$ cat src/rtl/reg_file_arbiter_pkg.sv
// Shared constants and types for the A/B/C register-file arbiter.
package reg_file_arbiter_pkg;

  // Datapath constants
  localparam int WORD_SIZE = 19;
  localparam int SEL_W     = 2;

  // LOAD_SELECT encodings
  localparam logic [SEL_W-1:0] LOAD_REG_A    = 2'b00;
  localparam logic [SEL_W-1:0] LOAD_REG_B    = 2'b01;
  localparam logic [SEL_W-1:0] LOAD_REG_C    = 2'b10;
  localparam logic [SEL_W-1:0] LOAD_REG_NONE = 2'b11;

  typedef enum logic [1:0] {
    IDLE    = 2'd0,
    ISSUE   = 2'd1,
    CAPTURE = 2'd2,
    RESP    = 2'd3
  } reg_arb_state_t;

  // One granted access, frozen at grant time
  typedef struct packed {
    logic                 we;
    logic [SEL_W-1:0]     sel;
    logic [WORD_SIZE-1:0] wdata;
  } reg_req_t;

endpackage

$ cat src/rtl/reg_file_arbiter_rr_arbiter.sv
// Combinational round-robin picker: first set bit of req at or after ptr,
// wrapping modulo NUM_REQ. Generic, also used for bus arbitration.
module rr_arbiter #(
  parameter int NUM_REQ = 3,
  parameter int IDX_W   = (NUM_REQ > 1) ? $clog2(NUM_REQ) : 1
) (
  input  logic [NUM_REQ-1:0] req,
  input  logic [IDX_W-1:0]   ptr,
  output logic [NUM_REQ-1:0] grant,
  output logic [IDX_W-1:0]   idx,
  output logic               any
);

  // one extra bit so ptr + offset never overflows before the wrap
  logic [IDX_W:0] pos;

  // scan offsets 0..NUM_REQ-1 from ptr, keep the first hit
  always_comb begin
    grant = '0;
    idx   = '0;
    any   = 1'b0;
    pos   = '0;
    for (int i = 0; i < NUM_REQ; i++) begin
      pos = {1'b0, ptr} + (IDX_W+1)'(i);
      if (pos >= (IDX_W+1)'(NUM_REQ)) pos = pos - (IDX_W+1)'(NUM_REQ);
      if (!any && req[pos[IDX_W-1:0]]) begin
        any                   = 1'b1;
        grant[pos[IDX_W-1:0]] = 1'b1;
        idx                   = pos[IDX_W-1:0];
      end
    end
  end

endmodule

$ cat src/rtl/reg_file_arbiter.sv
// Round-robin arbiter sharing the A/B/C register file between requesters.
// Each grant becomes a one-cycle LOAD_REG/LOAD_SELECT command; exactly one
// access is in flight, so responses come back in grant order.
module reg_file_arbiter #(
  parameter int NUM_REQ   = 3,
  parameter int WORD_SIZE = reg_file_arbiter_pkg::WORD_SIZE,
  parameter int SEL_W     = reg_file_arbiter_pkg::SEL_W
) (
  input  logic                               CLK,
  input  logic                               RST,
  input  logic [NUM_REQ-1:0]                 req_valid,
  output logic [NUM_REQ-1:0]                 req_ready,
  input  logic [NUM_REQ-1:0]                 req_we,
  input  logic [NUM_REQ-1:0][SEL_W-1:0]      req_sel,
  input  logic [NUM_REQ-1:0][WORD_SIZE-1:0]  req_wdata,
  output logic [NUM_REQ-1:0]                 rsp_valid,
  output logic                               rsp_err,
  output logic [WORD_SIZE-1:0]               rsp_rdata,
  output logic                               reg_load,
  output logic [SEL_W-1:0]                   reg_select,
  output logic [WORD_SIZE-1:0]               reg_wdata,
  input  logic [WORD_SIZE-1:0]               reg_rdata
);
  import reg_file_arbiter_pkg::*;

  localparam int IDX_W = (NUM_REQ > 1) ? $clog2(NUM_REQ) : 1;

  reg_arb_state_t       state, nstate;
  logic [IDX_W-1:0]     rr_ptr;
  logic [NUM_REQ-1:0]   own;      // one-hot owner of the access in flight
  reg_req_t             lat;
  logic                 is_err;

  logic [NUM_REQ-1:0]   grant;
  logic [IDX_W-1:0]     gidx;
  logic                 gany;

  rr_arbiter #(.NUM_REQ(NUM_REQ), .IDX_W(IDX_W)) u_rr (
    .req   (req_valid),
    .ptr   (rr_ptr),
    .grant (grant),
    .idx   (gidx),
    .any   (gany)
  );

  assign is_err = (lat.sel == LOAD_REG_NONE);

  // state register
  always_ff @(posedge CLK or posedge RST) begin
    if (RST) state <= IDLE;
    else     state <= nstate;
  end

  // next-state: writes and bad selects skip CAPTURE
  always_comb begin
    nstate = state;
    case (state)
      IDLE:    if (gany) nstate = ISSUE;
      ISSUE:   nstate = (lat.we || is_err) ? RESP : CAPTURE;
      CAPTURE: nstate = RESP;
      RESP:    nstate = IDLE;
      default: nstate = IDLE;
    endcase
  end

  // freeze the granted request and advance the round-robin pointer
  always_ff @(posedge CLK or posedge RST) begin
    if (RST) begin
      rr_ptr <= '0;
      own    <= '0;
      lat    <= '{we: 1'b0, sel: LOAD_REG_NONE, wdata: '0};
    end else if (state == IDLE && gany) begin
      rr_ptr <= (gidx == IDX_W'(NUM_REQ-1)) ? '0 : gidx + 1'b1;
      own    <= grant;
      lat    <= '{we: req_we[gidx], sel: req_sel[gidx], wdata: req_wdata[gidx]};
    end
  end

  // read data arrives from the register file during CAPTURE and is held
  always_ff @(posedge CLK or posedge RST) begin
    if (RST)                    rsp_rdata <= '0;
    else if (state == CAPTURE)  rsp_rdata <= reg_rdata;
  end

  // outputs: only ISSUE drives a real select; req_ready masked while in reset
  always_comb begin
    req_ready  = '0;
    rsp_valid  = '0;
    rsp_err    = 1'b0;
    reg_load   = 1'b0;
    reg_select = LOAD_REG_NONE;
    reg_wdata  = '0;
    case (state)
      IDLE:  if (!RST) req_ready = grant;
      ISSUE: begin
        reg_load   = lat.we && !is_err;
        reg_select = lat.sel;
        reg_wdata  = lat.wdata;
      end
      RESP: begin
        rsp_valid = own;
        rsp_err   = is_err;
      end
      default: ;
    endcase
  end

endmodule

$ cat config.mk
export PLATFORM = sky130hd
export DESIGN_NAME = reg_file_arbiter
export DESIGN_NICKNAME = d
export VERILOG_FILES = /design/src/rtl/reg_file_arbiter_pkg.sv /design/src/rtl/reg_file_arbiter_rr_arbiter.sv /design/src/rtl/reg_file_arbiter.sv
export SDC_FILE = /design/constraint.sdc
export NUM_CORES = 1
export LEC_CHECK = 0
export CORE_ASPECT_RATIO = 2
export CORE_MARGIN = 2
export CORE_UTILIZATION = 40
export CTS_CLUSTER_SIZE = 14
export DETAILED_ROUTE_END_ITERATION = 10
export PLACE_DENSITY = 0.84
export SLEW_MARGIN = 5
export SYNTH_ARGS = -nofsm -noshare
export SYNTH_HDL_FRONTEND = slang
export SYNTH_SLANG_ARGS = --single-unit
$ cat constraint.sdc
create_clock -name CLK -period 3.2 [get_ports CLK]
set_clock_uncertainty 0.05 [all_clocks]
set_input_delay 0.64 -clock CLK [delete_from_list [all_inputs] [get_ports CLK]]
set_output_delay 0.64 -clock CLK [all_outputs]
set_load 0.05 [all_outputs]
## After elaboration in Yosys (flattened, before gate mapping)

Index checks and enable logic that the tools add are counted.

| cells by class | value |
|---|---|
| add/sub/neg operators | 6 |
| magnitude comparators | 10 |
| eq/ne operators | 6 |
| mux-type cells | 41 |
| bitwise gates (word level) | 2 |
| reductions and logical operators | 12 |

Operators by type and width:

| operator | number |
|---|---|
| 19-bit binary-select mux with 2-bit select | 1 |
| 19-bit two-way mux | 2 |
| 2-bit two-way mux | 10 |
| 3-bit two-way mux | 6 |
| 1-bit two-way mux | 13 |
| 2-bit by 3-bit < comparator with 1-bit output, second input constant | 4 |
| 1-bit binary-select mux with 2-bit select | 4 |
| 2-bit == test, second input constant | 4 |
| 2-bit one-hot mux with 4 select lines | 1 |
| 1-bit logical AND | 7 |
| 1-bit demux with 2-bit select | 3 |
| 2-bit by 1-bit >= comparator with 1-bit output, second input constant | 3 |
| 3-bit by 2-bit >= comparator with 1-bit output, second input constant | 2 |
| 3-bit bitwise OR | 2 |
| 2-bit subtractor, second input constant | 3 |
| 2-bit binary-select mux with 2-bit select | 1 |
| 2-bit by 1-bit adder with 3-bit output, second input constant | 1 |
| 2-bit by 2-bit adder with 3-bit output, second input constant | 1 |
| 1-bit zero test | 3 |
| 2-bit by 1-bit adder with 2-bit output, second input constant | 1 |
| 2-bit by 1-bit == test with 1-bit output, second input constant | 1 |
| 2-bit >= comparator, second input constant | 1 |
| 2-bit zero test | 1 |
| 2-bit != test, second input constant | 1 |
| 1-bit logical OR | 1 |

| storage, ports and cells | value |
|---|---|
| bits in registers | 48 |
| output and inout bits | 48 |

## Longest topological paths before layout

Gate-level depths: netlist of the first run.

| logic depth | value |
|---|---|
| depth after elaboration | 13 |
| mapped depth | 9 |
| mapped depth without buffers | 7 |

## Modules after synthesis

From an unflattened synthesis of the first run, not the netlist that was laid out.

| second synthesis, totals | value |
|---|---|
| cell total of the unflattened synthesis | 298 |
| area, all modules | 2862.7 µm² |

Modules (own cells, without submodules):

| module | instances | cells each | area an instance (µm²) | seq. area each (µm²) |
|---|---|---|---|---|
| reg_file_arbiter | 1 | 257 | 2581.2 | 1203.7 |
| rr_arbiter | 1 | 41 | 281.5 | 0.0 |

## Worst setup path before layout of the first run

No wires, ideal clock.

| timing path | value |
|---|---|
| kind | input to output |
| from | input port RST |
| to | output port req_ready[0] |
| arrival | 2.971 ns |
| setup slack | -0.461 ns |
| stages | 3 |
| cells stage by stage | inv_1 > nand2_1 > nor3_1 |

| on the way | value |
|---|---|
| longest elaborated chain between the ends | 2 |

RTL lines:

| item | RTL line | source |
|---|---|---|
| start: declaration | reg_file_arbiter.sv:10 | `input logic RST,` |
| 3-bit two-way mux | reg_file_arbiter.sv:94 | `IDLE: if (!RST) req_ready = grant;` |
| 3-bit two-way mux | reg_file_arbiter.sv:93 | `case (state)` |
| end: declaration | reg_file_arbiter.sv:12 | `output logic [NUM_REQ-1:0] req_ready,` |

Every way passes these cells.

## Worst setup path in the final report of the first run

| timing path | value |
|---|---|
| from | input port req_valid[0] |
| to | output port req_ready[1] |

| on the way | value |
|---|---|
| longest elaborated chain between the ends | 11 |

RTL lines:

| item | RTL line | source |
|---|---|---|
| start: declaration | reg_file_arbiter.sv:11 | `input logic [NUM_REQ-1:0] req_valid,` |
| 1-bit binary-select mux with 2-bit select | reg_file_arbiter_rr_arbiter.sv:26 | `if (!any && req[pos[IDX_W-1:0]]) begin` |
| 1-bit two-way mux (implied by the code) | reg_file_arbiter_rr_arbiter.sv:26 |  |
| 1-bit two-way mux | reg_file_arbiter_rr_arbiter.sv:26 |  |
| 1-bit zero test | reg_file_arbiter_rr_arbiter.sv:26 |  |
| 1-bit logical AND | reg_file_arbiter_rr_arbiter.sv:26 |  |
| 1-bit two-way mux | reg_file_arbiter_rr_arbiter.sv:26 |  |
| 1-bit zero test | reg_file_arbiter_rr_arbiter.sv:26 |  |
| 1-bit logical AND | reg_file_arbiter_rr_arbiter.sv:26 |  |
| 3-bit two-way mux (*) | reg_file_arbiter_rr_arbiter.sv:26 |  |
| 3-bit two-way mux (*) | reg_file_arbiter.sv:94 |  |
| 3-bit two-way mux (*) | reg_file_arbiter.sv:93 |  |

Mark *: on every way between the ends. The rest lies on a longest branch, timed or not. The select of a mux whose other input is x is not followed.

==> key figures, run 1 <==
Outcome
  – Status: finished clean

CTS
  – Root Driver: clkbuf_16
  – H-tree Lvls: 2
  – Worst skew pair latency: roughly 0.29 ns
  – CTS tree: yes
  – Cts bufs inserted: 5
  – Max Root-Sink Buffers: 2
  – Worst-path clk slew: roughly 0.07 ns
  – Postcts setup bufs: 0
  – CTS Sinks: 48

Yosys
  – Cell taking the most area after synthesis: dfrtp_1
  – Main synth FF type: dfrtp_1
  – Yosys top cell area share: between 30% and 40%
  – Sequential share of the synthesized area: approximately two fifths
  – Yosys reg bits: 48
  – Cell with the most instances after synthesis: a31oi_1
  – Avg Cell Area, Syn: approximately 9.7 um^2
  – Synth cell count leaders: a31oi_1, dfrtp_1, nor2_1
  – Synth warn: 0
  – Mapped Cells: between 300 and 400
  – Distinct cells, synth: 47
  – Syn nets: between 400 and 500
  – Cell area after synthesis: 0.00299 mm^2
  – FFs w/ async S/R, synth: 100%
  – Post-synth EDFFs: 0
  – Top cells by area, synth: dfrtp_1, a31oi_1, mux2_2, o211ai_1, and2_1

STA
  – Hold_ws: roughly 0.42 ns
  – RSZ-0062 raised after global routing: false
  – Final hold viol count: 0
  – Endpoints failing setup: 0
  – Max Slew Vio Count: 0
  – Setup TNS Final: 0 ns
  – Final min period: 3.08 ns
  – Fmax: around 330 MHz
  – Tcrit/Tclk final: 96.1%
  – Worst slew pin tran: a little over 0.8 ns
  – Max-slew headroom: ~45%

Route
  – Drc violations: 0
  – Drt total wl: around 9600 um
  – 1st-iter DRT viols: roughly 170
  – ANT nets after route: 0
  – Via count: 3,049
  – Via density: 5.71
  – Initial DRT Pass Iterations: 4
  – Drt wl/cell: 17.9 um

Placement
  – Final HPWL DP: 6940 um
  – I/O Buffers: 137
  – Inst Count DP: ~530
  – Final GP Congestion: around 0.84

Cells and area
  – Layout Cells excl Fill: approximately 530
  – Final core occ: ~64%
  – Layout cells sized above 1: ~15%
  – NumNets Final: 538
  – Area delta synth->final: 55.9%

Power
  – Power per cell area: roughly 1200 mW/mm^2
  – Leak: between 1.5 and 2 nW
  – Max rail drop VDD: ~0.67 mV

Floorplan
  – Die Height: roughly 130 um
  – Die width: 65.2 um
  – Initial Util: 41.2%
  – Io pins: 138
  – Row count: 44
  – Die area: 0.00823 mm^2
  – Core footprint: 0.00727 mm^2

Flow run
  – Max_cap viols: 0

Setup path
  – Crit start category: input pin
  – Critical path class: input pin to output pin
  – Crit end category: output pin
  – Worst r2r src: rr_ptr[1]
  – Worst r2r path cells: 9
  – Worst Path Required: about 2.5 ns
  – CP startpoint: req_valid[0]
  – Crit path max fanout: 6
  – Arrival time at the worst endpoint: around 2.4 ns

Worst hold path
  – Hold path start: own[2]
  – Hold crit path type: register to register
  – Hold Path Depth: 2

Global route
  – GR Util All Layers: between 20 and 25%
  – Initial antenna violation count: 1
  – Overflow after GRT: 0
  – Vias in the first global route: 3,087
  – First-pass GRT wire length: between 10,000 and 15,000 um
  – Largest net degree at the start of global routing: just under 50
[cells in the final DEF (no fill, tap or decap), types with 4 or more instances in the layout]
master	synthesis	final
clkdlybuf4s50_1	0	133
a31oi_1	47	47
dfrtp_1	46	46
nor2_1	28	28
nand3_1	24	24
o211ai_1	22	22
and2_1	22	22
mux2_2	20	20
buf_4	7	17
nand2_1	9	9
inv_1	7	6
ha_1	8	6
nand2b_1	5	5
clkbuf_16	0	5
o21ai_0	5	4
[final timing paths]
kind | end | slack, ns
worst max register to register | lat[21] | 0.82
worst max-delay path | req_ready[1] | 0.12
worst min register to register | own[2] | 0.42
worst min-delay path | own[2] | 0.42
min in group asynchronous | state[1] | 0.89
max in group asynchronous | lat[6] | 1.80
[per-stage QoR]
stage	power, mW	instance area (um^2)	worst slack, ns
floorplan	3.88	3000	0.414
global placement	4.83	4460	0.169
detailed placement	4.94	4460	0.0126
CTS	5.64	4650	0.0183
global route	5.96	4660	0.0126
finish	5.65	4660	0.124
[routing by layer]
layer,share of wire (%),global-route usage (%),up-vias
met5,0,0,-
met4,5.3,13.6,0
met3,6.1,4.17,36
met2,54,41.8,154
met1,35,22.9,1448
li1,-,-,1411
[sequential cells by signal, summed over array words and instances (netlist names)]
register,flops
rsp_rdata,19
lat,22
own,3
rr_ptr,2
state,2
[critical path: stages]
cell and delay, ns:
clkdlybuf4s50_1 0.58, buf_4 0.16, mux2i_4 0.07, o22ai_2 0.23, nor2_1 0.10, a311oi_2 0.31
nor2_1 0.13, buf_12 0.17
[power breakdown]
part           total, mW  internal, mW  switching (mW)
registers           1.10         0.942           0.160
clock network      0.674         0.448           0.226
logic               3.87          1.49            2.38
[timing repair]
item | 4_1_cts | 5_1_grt
setup endpoints to repair | 1 | 2
gates resized for setup | 1 | 4
hold buffers | 0 | 0
pin swaps | 0 | 0
[area by class of cell]
cell class | count | area (um^2)
fillers | 633 | 2600
multi-input cells | 225 | 1610
repair buffers | 153 | 1520
flip-flops and latches | 48 | 1200
clock buffers | 6 | 129
well taps | 92 | 115
clock inverters | 2 | 60.1
inverters | 7 | 30.0
diodes | 1 | 2.50
[kinds of logic (layout without fill, tap and decap cells)]
logic type                 after synthesis  count (layout)  synth area share [%]
AOI/OAI and AO/OA                       94              94                  23.1
and+or+nand+nor                        100             100                  17.5
buffers and inverters                   35             168                  6.90
adders and majority gates                8               8                  3.34
other                                    0               1                     0
muxes                                   23              23                  8.95
DFF                                     48              48                  40.2
(Power assumes the default switching activity.)
==> inputs of run 2 (changes only) <==
--- a/config.mk
+++ b/config.mk
@@ -5,9 +5,11 @@
 export SDC_FILE = /design/constraint.sdc
 export NUM_CORES = 1
 export LEC_CHECK = 0
+export CAP_MARGIN = 20
 export CORE_ASPECT_RATIO = 2
 export CORE_MARGIN = 2
 export CORE_UTILIZATION = 40
+export CTS_BUF_LIST = sky130_fd_sc_hd__clkbuf_16
 export CTS_CLUSTER_SIZE = 14
 export DETAILED_ROUTE_END_ITERATION = 10
 export PLACE_DENSITY = 0.84
==> run 2 against run 1 <==
  * Sequential power hardly changed
  * Die area did not move
  * Via count unchanged
  * First-iteration DRC count grew 0.58%
  * Worst hold slack stayed put
  * Sequential share of layout area unchanged
  * Final area unchanged
  * Largest power group unchanged
  * Register-to-register slack about the same
  * Worst setup slack did not move
  * Combinational power about the same
  * Clock power about the same
==> key figures, run 2 (synthesis results as in run 1) <==
Setup path
  – CP startpoint: req_valid[0]
  – Critical path class: input pin to output pin
  – Crit path max fanout: 6 (unchanged)
  – Worst Path Required: 2.51 ns (about the same)
  – Crit start category: input pin
  – Crit end category: output pin
  – Arrival time at the worst endpoint: 2.39 ns (about the same)
  – Worst r2r src: rr_ptr[1]

Floorplan
  – Die area: 0.00823 mm^2 (unchanged)
  – Initial Util: 41.2% (unchanged)
  – Die width: 65.2 um (unchanged)
  – Io pins: 138 (unchanged)
  – Die Height: 126 um (unchanged)
  – Core footprint: 0.00727 mm^2 (unchanged)
  – Row count: 44 (unchanged)

STA
  – Endpoints failing setup: 0 (unchanged)
  – Final min period: 3.08 ns (unchanged)
  – Final hold viol count: 0 (unchanged)
  – RSZ-0062 raised after global routing: false
  – Setup ws final: 0.124 ns (unchanged)
  – Max-slew headroom: 45.2% (unchanged)
  – Hold_ws: 0.424 ns (unchanged)
  – Fmax: 325 MHz (unchanged)
  – Setup TNS Final: 0 ns (unchanged)
  – Worst slew pin tran: 0.822 ns (unchanged)
  – Tcrit/Tclk final: 96.1% (unchanged)
  – Max Slew Vio Count: 0 (unchanged)

CTS
  – H-tree Lvls: 2 (unchanged)
  – Postcts setup bufs: 0 (unchanged)
  – Cts-stage hold buffer count: 0 (unchanged)
  – Max Root-Sink Buffers: 2 (unchanged)
  – CTS Sinks: 48 (unchanged)
  – Worst skew pair latency: 0.29 ns (about the same)
  – CTS tree: yes
  – Worst-path clk slew: 0.07 ns (about the same)
  – Root Driver: clkbuf_16
  – Cts bufs inserted: 5 (unchanged)

Placement
  – Final HPWL DP: 6940 um (unchanged)
  – DP Worst Slack: 0.0126 ns (unchanged)
  – Cell area after placement: 0.00446 mm^2 (unchanged)
  – I/O Buffers: 137 (unchanged)
  – Final GP Congestion: 0.841 (unchanged)

Route
  – Met2 wire len: 5160 um (unchanged)
  – Met1 WL: 3310 um (about the same)
  – Drc violations: 0 (unchanged)
  – 1st-iter DRT viols: 173 (+0.58%)
  – DR top layer: met4
  – Initial DRT Pass Iterations: 4 (unchanged)
  – ANT nets after route: 0 (unchanged)
  – Drt total wl: 9570 um (unchanged)
  – Via count: 3,049 (unchanged)
  – Drt wl/cell: 17.9 um (unchanged)
  – Via density: 5.71 (unchanged)
  – Met3 Wirelength: 581 um (unchanged)

Cells and area
  – Multi-input gate area: 0.00161 mm^2 (unchanged)
  – Layout cells sized above 1: 15.0% (unchanged)
  – NumNets Final: 538 (unchanged)
  – Largest Register: lat
  – Reg area: 0.00120 mm^2 (unchanged)
  – Area delta synth->final: 55.9% (unchanged)
  – Largest regs: lat (22), rsp_rdata (19), own (3)
  – Max reg flops: 22 (unchanged)
  – Commonest cells after routing, fill and taps aside: clkdlybuf4s50_1, a31oi_1, dfrtp_1, nor2_1, nand3_1
  – Commonest non-fill, non-tap cell in the layout: clkdlybuf4s50_1
  – # fillers: 633 (unchanged)
  – Cell area after layout: 0.00466 mm^2 (unchanged)

Global route
  – Overflow after GRT: 0 (unchanged)
  – Initial antenna violation count: 1 (unchanged)
  – First-pass GRT wire length: 14,600 um (unchanged)
  – Vias in the first global route: 3,087 (unchanged)
  – GR Util All Layers: 22.8% (unchanged)
  – Largest net degree at the start of global routing: 49 (unchanged)

Power
  – Leak: 1.81 nW (+0.23%)
  – Power per cell area: 1210 mW/mm^2 (about the same)
  – Max rail drop VDD: 0.675 mV (about the same)
  – Power Total: 5.64 mW (about the same)

Worst hold path
  – Hold crit path type: register to register
  – Hold path start: own[2]

Outcome
  – Status: finished clean

Flow run
  – Max_cap viols: 0 (unchanged)
run 2: power breakdown:
group	internal (mW)	switching [mW]
clock	0.445	0.226
combinational	1.49	2.38
sequential	0.942	0.160
run 2: per-stage QoR:
step | cells | utilization, %
4_1_cts | 533 | 63.9
2_1_floorplan | 308 | -
5_1_grt | 534 | 64.2
6_report | 534 | 64.2
3_5_place_dp | 525 | 61.3
3_3_place_gp | 525 | 61.3
run 2: final cells by class:
| type | instances | area share [%] |
|---|---|---|
| repair buffers | 153 | 32.6 |
| well taps | 92 | 2.47 |
| multi-input cells | 225 | 34.4 |
| clock buffers | 5 | 2.68 |
| diodes | 1 | 0.0536 |
| inverters | 7 | 0.644 |
| flip-flops and latches | 48 | 25.8 |
| clock inverters | 3 | 1.37 |
run 2: critical path, stage by stage:
cell             delay, ns
clkdlybuf4s50_1       0.58
buf_4                 0.16
mux2i_4               0.07
o22ai_2               0.23
nor2_1                0.10
a311oi_2              0.31
nor2_1                0.13
buf_12                0.17
run 2: timing repair:
item	in CTS	in global routing
endpoints found under the setup margin	1	2
endpoints found under the hold margin	0	0
gates resized for setup	1	4
run 2: final timing paths:
kind                       slack [ns]            to  cells after the start
setup / recovery                 0.12  req_ready[1]                      8
hold / removal                   0.42        own[2]                      2
setup reg to reg                 0.82       lat[21]                      9
hold reg to reg                  0.42        own[2]                      2
max in group asynchronous        1.80        lat[6]                      3
min in group asynchronous        0.89      state[1]                      3
run 2: per-layer routing:
layer / vias up / track usage (%)
met4: 0 / 13.6
met3: 36 / 4.17
met2: 154 / 41.8
met5: - / 0
met1: 1448 / 22.9
li1: 1411 / -
==> inputs of run 3 (changes only) <==
--- a/config.mk
+++ b/config.mk
@@ -6,12 +6,13 @@
 export NUM_CORES = 1
 export LEC_CHECK = 0
 export CAP_MARGIN = 20
-export CORE_ASPECT_RATIO = 2
+export CORE_ASPECT_RATIO = 1.5
 export CORE_MARGIN = 2
 export CORE_UTILIZATION = 40
 export CTS_BUF_LIST = sky130_fd_sc_hd__clkbuf_16
-export CTS_CLUSTER_SIZE = 14
+export CTS_CLUSTER_SIZE = 28
 export DETAILED_ROUTE_END_ITERATION = 10
+export GPL_ROUTABILITY_DRIVEN = 0
 export PLACE_DENSITY = 0.84
 export SLEW_MARGIN = 5
 export SYNTH_ARGS = -nofsm -noshare
==> run 3 against run 2 <==
  * Non-clock buffer count is 2 higher
  * Largest cell class unchanged
  * Global-route usage fell by 0.054 points
  * Largest power group unchanged
  * Critical path type is now register to output pin
  * Final area is 0.51% lower
==> key figures, run 3 (synthesis results as in run 1) <==
Outcome
  – Status: finished clean

Worst hold path
  – Hold crit path type: register to register
  – Hold Path Depth: 2 (unchanged)
  – Worst Hold Path EP: own[2]
  – Hold path start: own[2]

Power
  – Max rail drop VDD: 0.612 mV (-9.4%)
  – Clock power share: 10.7% (-1.2 points)
  – Power per cell area: 1190 mW/mm^2 (-1.4%)
  – Sw Pwr: 2.75 mW (-0.50%)
  – Leak: 1.81 nW (about the same)
  – Register share of total power: 20.0% (+0.5 points)
  – Switch share: 49.7% (+0.72 points)
  – Internal: 2.78 mW (-3.3%)
  – Combinational fraction of design power: 69.3% (+0.7 points)

Setup path
  – Top delay family on crit path: adder cells
  – Worst Path Required: 2.51 ns (about the same)
  – Slowest cell on the critical path: ha_1
  – Crit path largest cell delay: 0.42 ns (-0.16 ns)
  – Crit start category: register
  – Worst r2r src: rr_ptr[1]
  – Worst r2r path cells: 9 (unchanged)
  – Critical path class: register to output pin
  – Arrival time at the worst endpoint: 2.34 ns (-0.05 ns)
  – CP startpoint: rr_ptr[1]
  – FF-to-FF End: lat[14]
  – Worst path buffer plus inverter count: 2 (-1)
  – Crit end category: output pin
  – Reg2reg setup slack: 0.56 ns (-0.26 ns)
  – Critical Path, Cell by Cell: inv_1, ha_1, mux2i_1, or2_1, nand2_1, a221oi_1, nor3_2, buf_4
  – Crit path max fanout: 9 (+3)

CTS
  – Max Root-Sink Buffers: 2 (unchanged)
  – CTS Sinks: 48 (unchanged)
  – Cts bufs inserted: 5 (unchanged)
  – Postcts setup bufs: 0 (unchanged)
  – Worst-path clk slew: 0.07 ns (about the same)
  – H-tree Lvls: 2 (unchanged)
  – Root Driver: clkbuf_16
  – CTS resizes: 0 (-1)
  – Cts-stage hold buffer count: 0 (unchanged)
  – CTS tree: yes
  – Worst skew pair latency: 0.29 ns (about the same)

Cells and area
  – Reg area: 0.00120 mm^2 (unchanged)
  – # fillers: 602 (-4.9%)
  – Multi-input gate area: 0.00159 mm^2 (-1.1%)
  – Max reg flops: 22 (unchanged)
  – Largest regs: lat (22), rsp_rdata (19), own (3)
  – Layout Cells excl Fill: 544 (+1.9%)
  – NumNets Final: 540 (+0.37%)
  – Area delta synth->final: 55.1%
  – Layout cells sized above 1: 15.6% (+0.61 points)
  – Largest Register: lat
  – Commonest cells after routing, fill and taps aside: clkdlybuf4s50_1, a31oi_1, dfrtp_1, nor2_1, nand3_1
  – Commonest non-fill, non-tap cell in the layout: clkdlybuf4s50_1

STA
  – Final min period: 3.03 ns (-0.0424 ns)
  – RSZ-0062 raised after global routing: false
  – Endpoints failing setup: 0 (unchanged)
  – Tcrit/Tclk final: 94.8% (-1.3 points)
  – Max Slew Vio Count: 0 (unchanged)
  – Max-slew headroom: 47.1% (+1.9 points)
  – Fmax: 330 MHz (+1.4%)
  – Setup TNS Final: 0 ns (unchanged)
  – Final hold viol count: 0 (unchanged)
  – Worst slew pin tran: 0.794 ns (-0.0284 ns)

Global route
  – Initial antenna violation count: 1 (unchanged)
  – Met3 usage: 5.41% (+1.2 points)
  – Largest net degree at the start of global routing: 49 (unchanged)
  – First-pass GRT wire length: 14,200 um (-2.7%)
  – GR Util All Layers: 22.7% (-0.054 points)
  – Vias in the first global route: 2,996 (-2.9%)
  – Met2 Resource Use GR: 40.3% (-1.5 points)
  – Busiest layer in global routing: met2
  – M1 GR Usage: 24.5% (+1.7 points)
  – Overflow after GRT: 0 (unchanged)

Placement
  – Inst Count DP: 535 (+1.9%)
  – Final HPWL DP: 6750 um (-2.7%)
  – I/O Buffers: 137 (unchanged)

Floorplan
  – Die Height: 110 um (-13%)
  – Row count: 38 (-14%)
  – Io pins: 138 (unchanged)
  – Core footprint: 0.00723 mm^2 (-0.55%)
  – Die width: 74.6 um (+15%)
  – Initial Util: 41.4% (+0.23 points)
  – Die area: 0.00820 mm^2 (-0.34%)

Route
  – Drt wl/cell: 17.0 um (-5.2%)
  – Drc violations: 0 (unchanged)
  – Drt total wl: 9240 um (-3.4%)
  – 1st-iter DRT viols: 210 (+21%)
  – ANT nets after route: 0 (unchanged)
  – Via density: 5.54 (-3.0%)
  – Initial DRT Pass Iterations: 4 (unchanged)
  – Via count: 3,013 (-1.2%)

Flow run
  – Max_cap viols: 0 (unchanged)
==> run 3: routing by layer <==
layer	part of all wire, %	vias up
met5	0	-
met4	3.4	0
met3	7.5	24
met2	53	154
met1	36	1414
li1	-	1421
==> run 3: power groups by stage <==
stage / clock (mW) / combinational (mW) / sequential (mW)
after floorplan: 0 / 2.35 / 1.52
after global placement: 0 / 3.72 / 1.10
after detailed placement: 0 / 3.82 / 1.12
after CTS: 0.608 / 3.84 / 1.11
after global routing: 0.642 / 4.11 / 1.14
final: 0.595 / 3.84 / 1.11
==> run 3: worst max-delay path by stage <==
stage / to / slack [ns] / cells past startpoint
CTS: req_ready[0] / 0.17 / 8
floorplan: req_ready[0] / 0.41 / 6
global placement: req_ready[0] / 0.21 / 7
global route: req_ready[0] / 0.01 / 8
detailed placement: req_ready[0] / 0.20 / 7
finish: req_ready[0] / 0.17 / 8
==> run 3: cell type report <==
cell class                 count  share of cell area, %
antenna                        1                 0.0539
timing repair buffer         155                   32.8
tap                          100                   2.70
inverter                       7                  0.647
sequential                    48                   25.9
clock buffer                   5                   2.70
clock inverter                 3                  0.917
multi-input combinational    225                   34.2
==> run 3: metrics by stage <==
step	util, %	area [um^2]	hold WS [ns]	setup WS (ns)	total power, mW
finish	64.2	4640	0.436	0.166	5.54
global route	64.2	4640	0.471	0.0145	5.89
CTS	64.2	4640	0.441	0.168	5.56
detailed placement	61.9	4470	0.426	0.198	4.94
global placement	61.9	4470	0.414	0.207	4.82
floorplan	-	3000	0.390	0.414	3.88
==> run 3: worst min-delay path, cell delays in order (launching register included) <==
cell     delay [ns]
dfrtp_1        0.34
nand2_1        0.04
o21ai_0        0.06
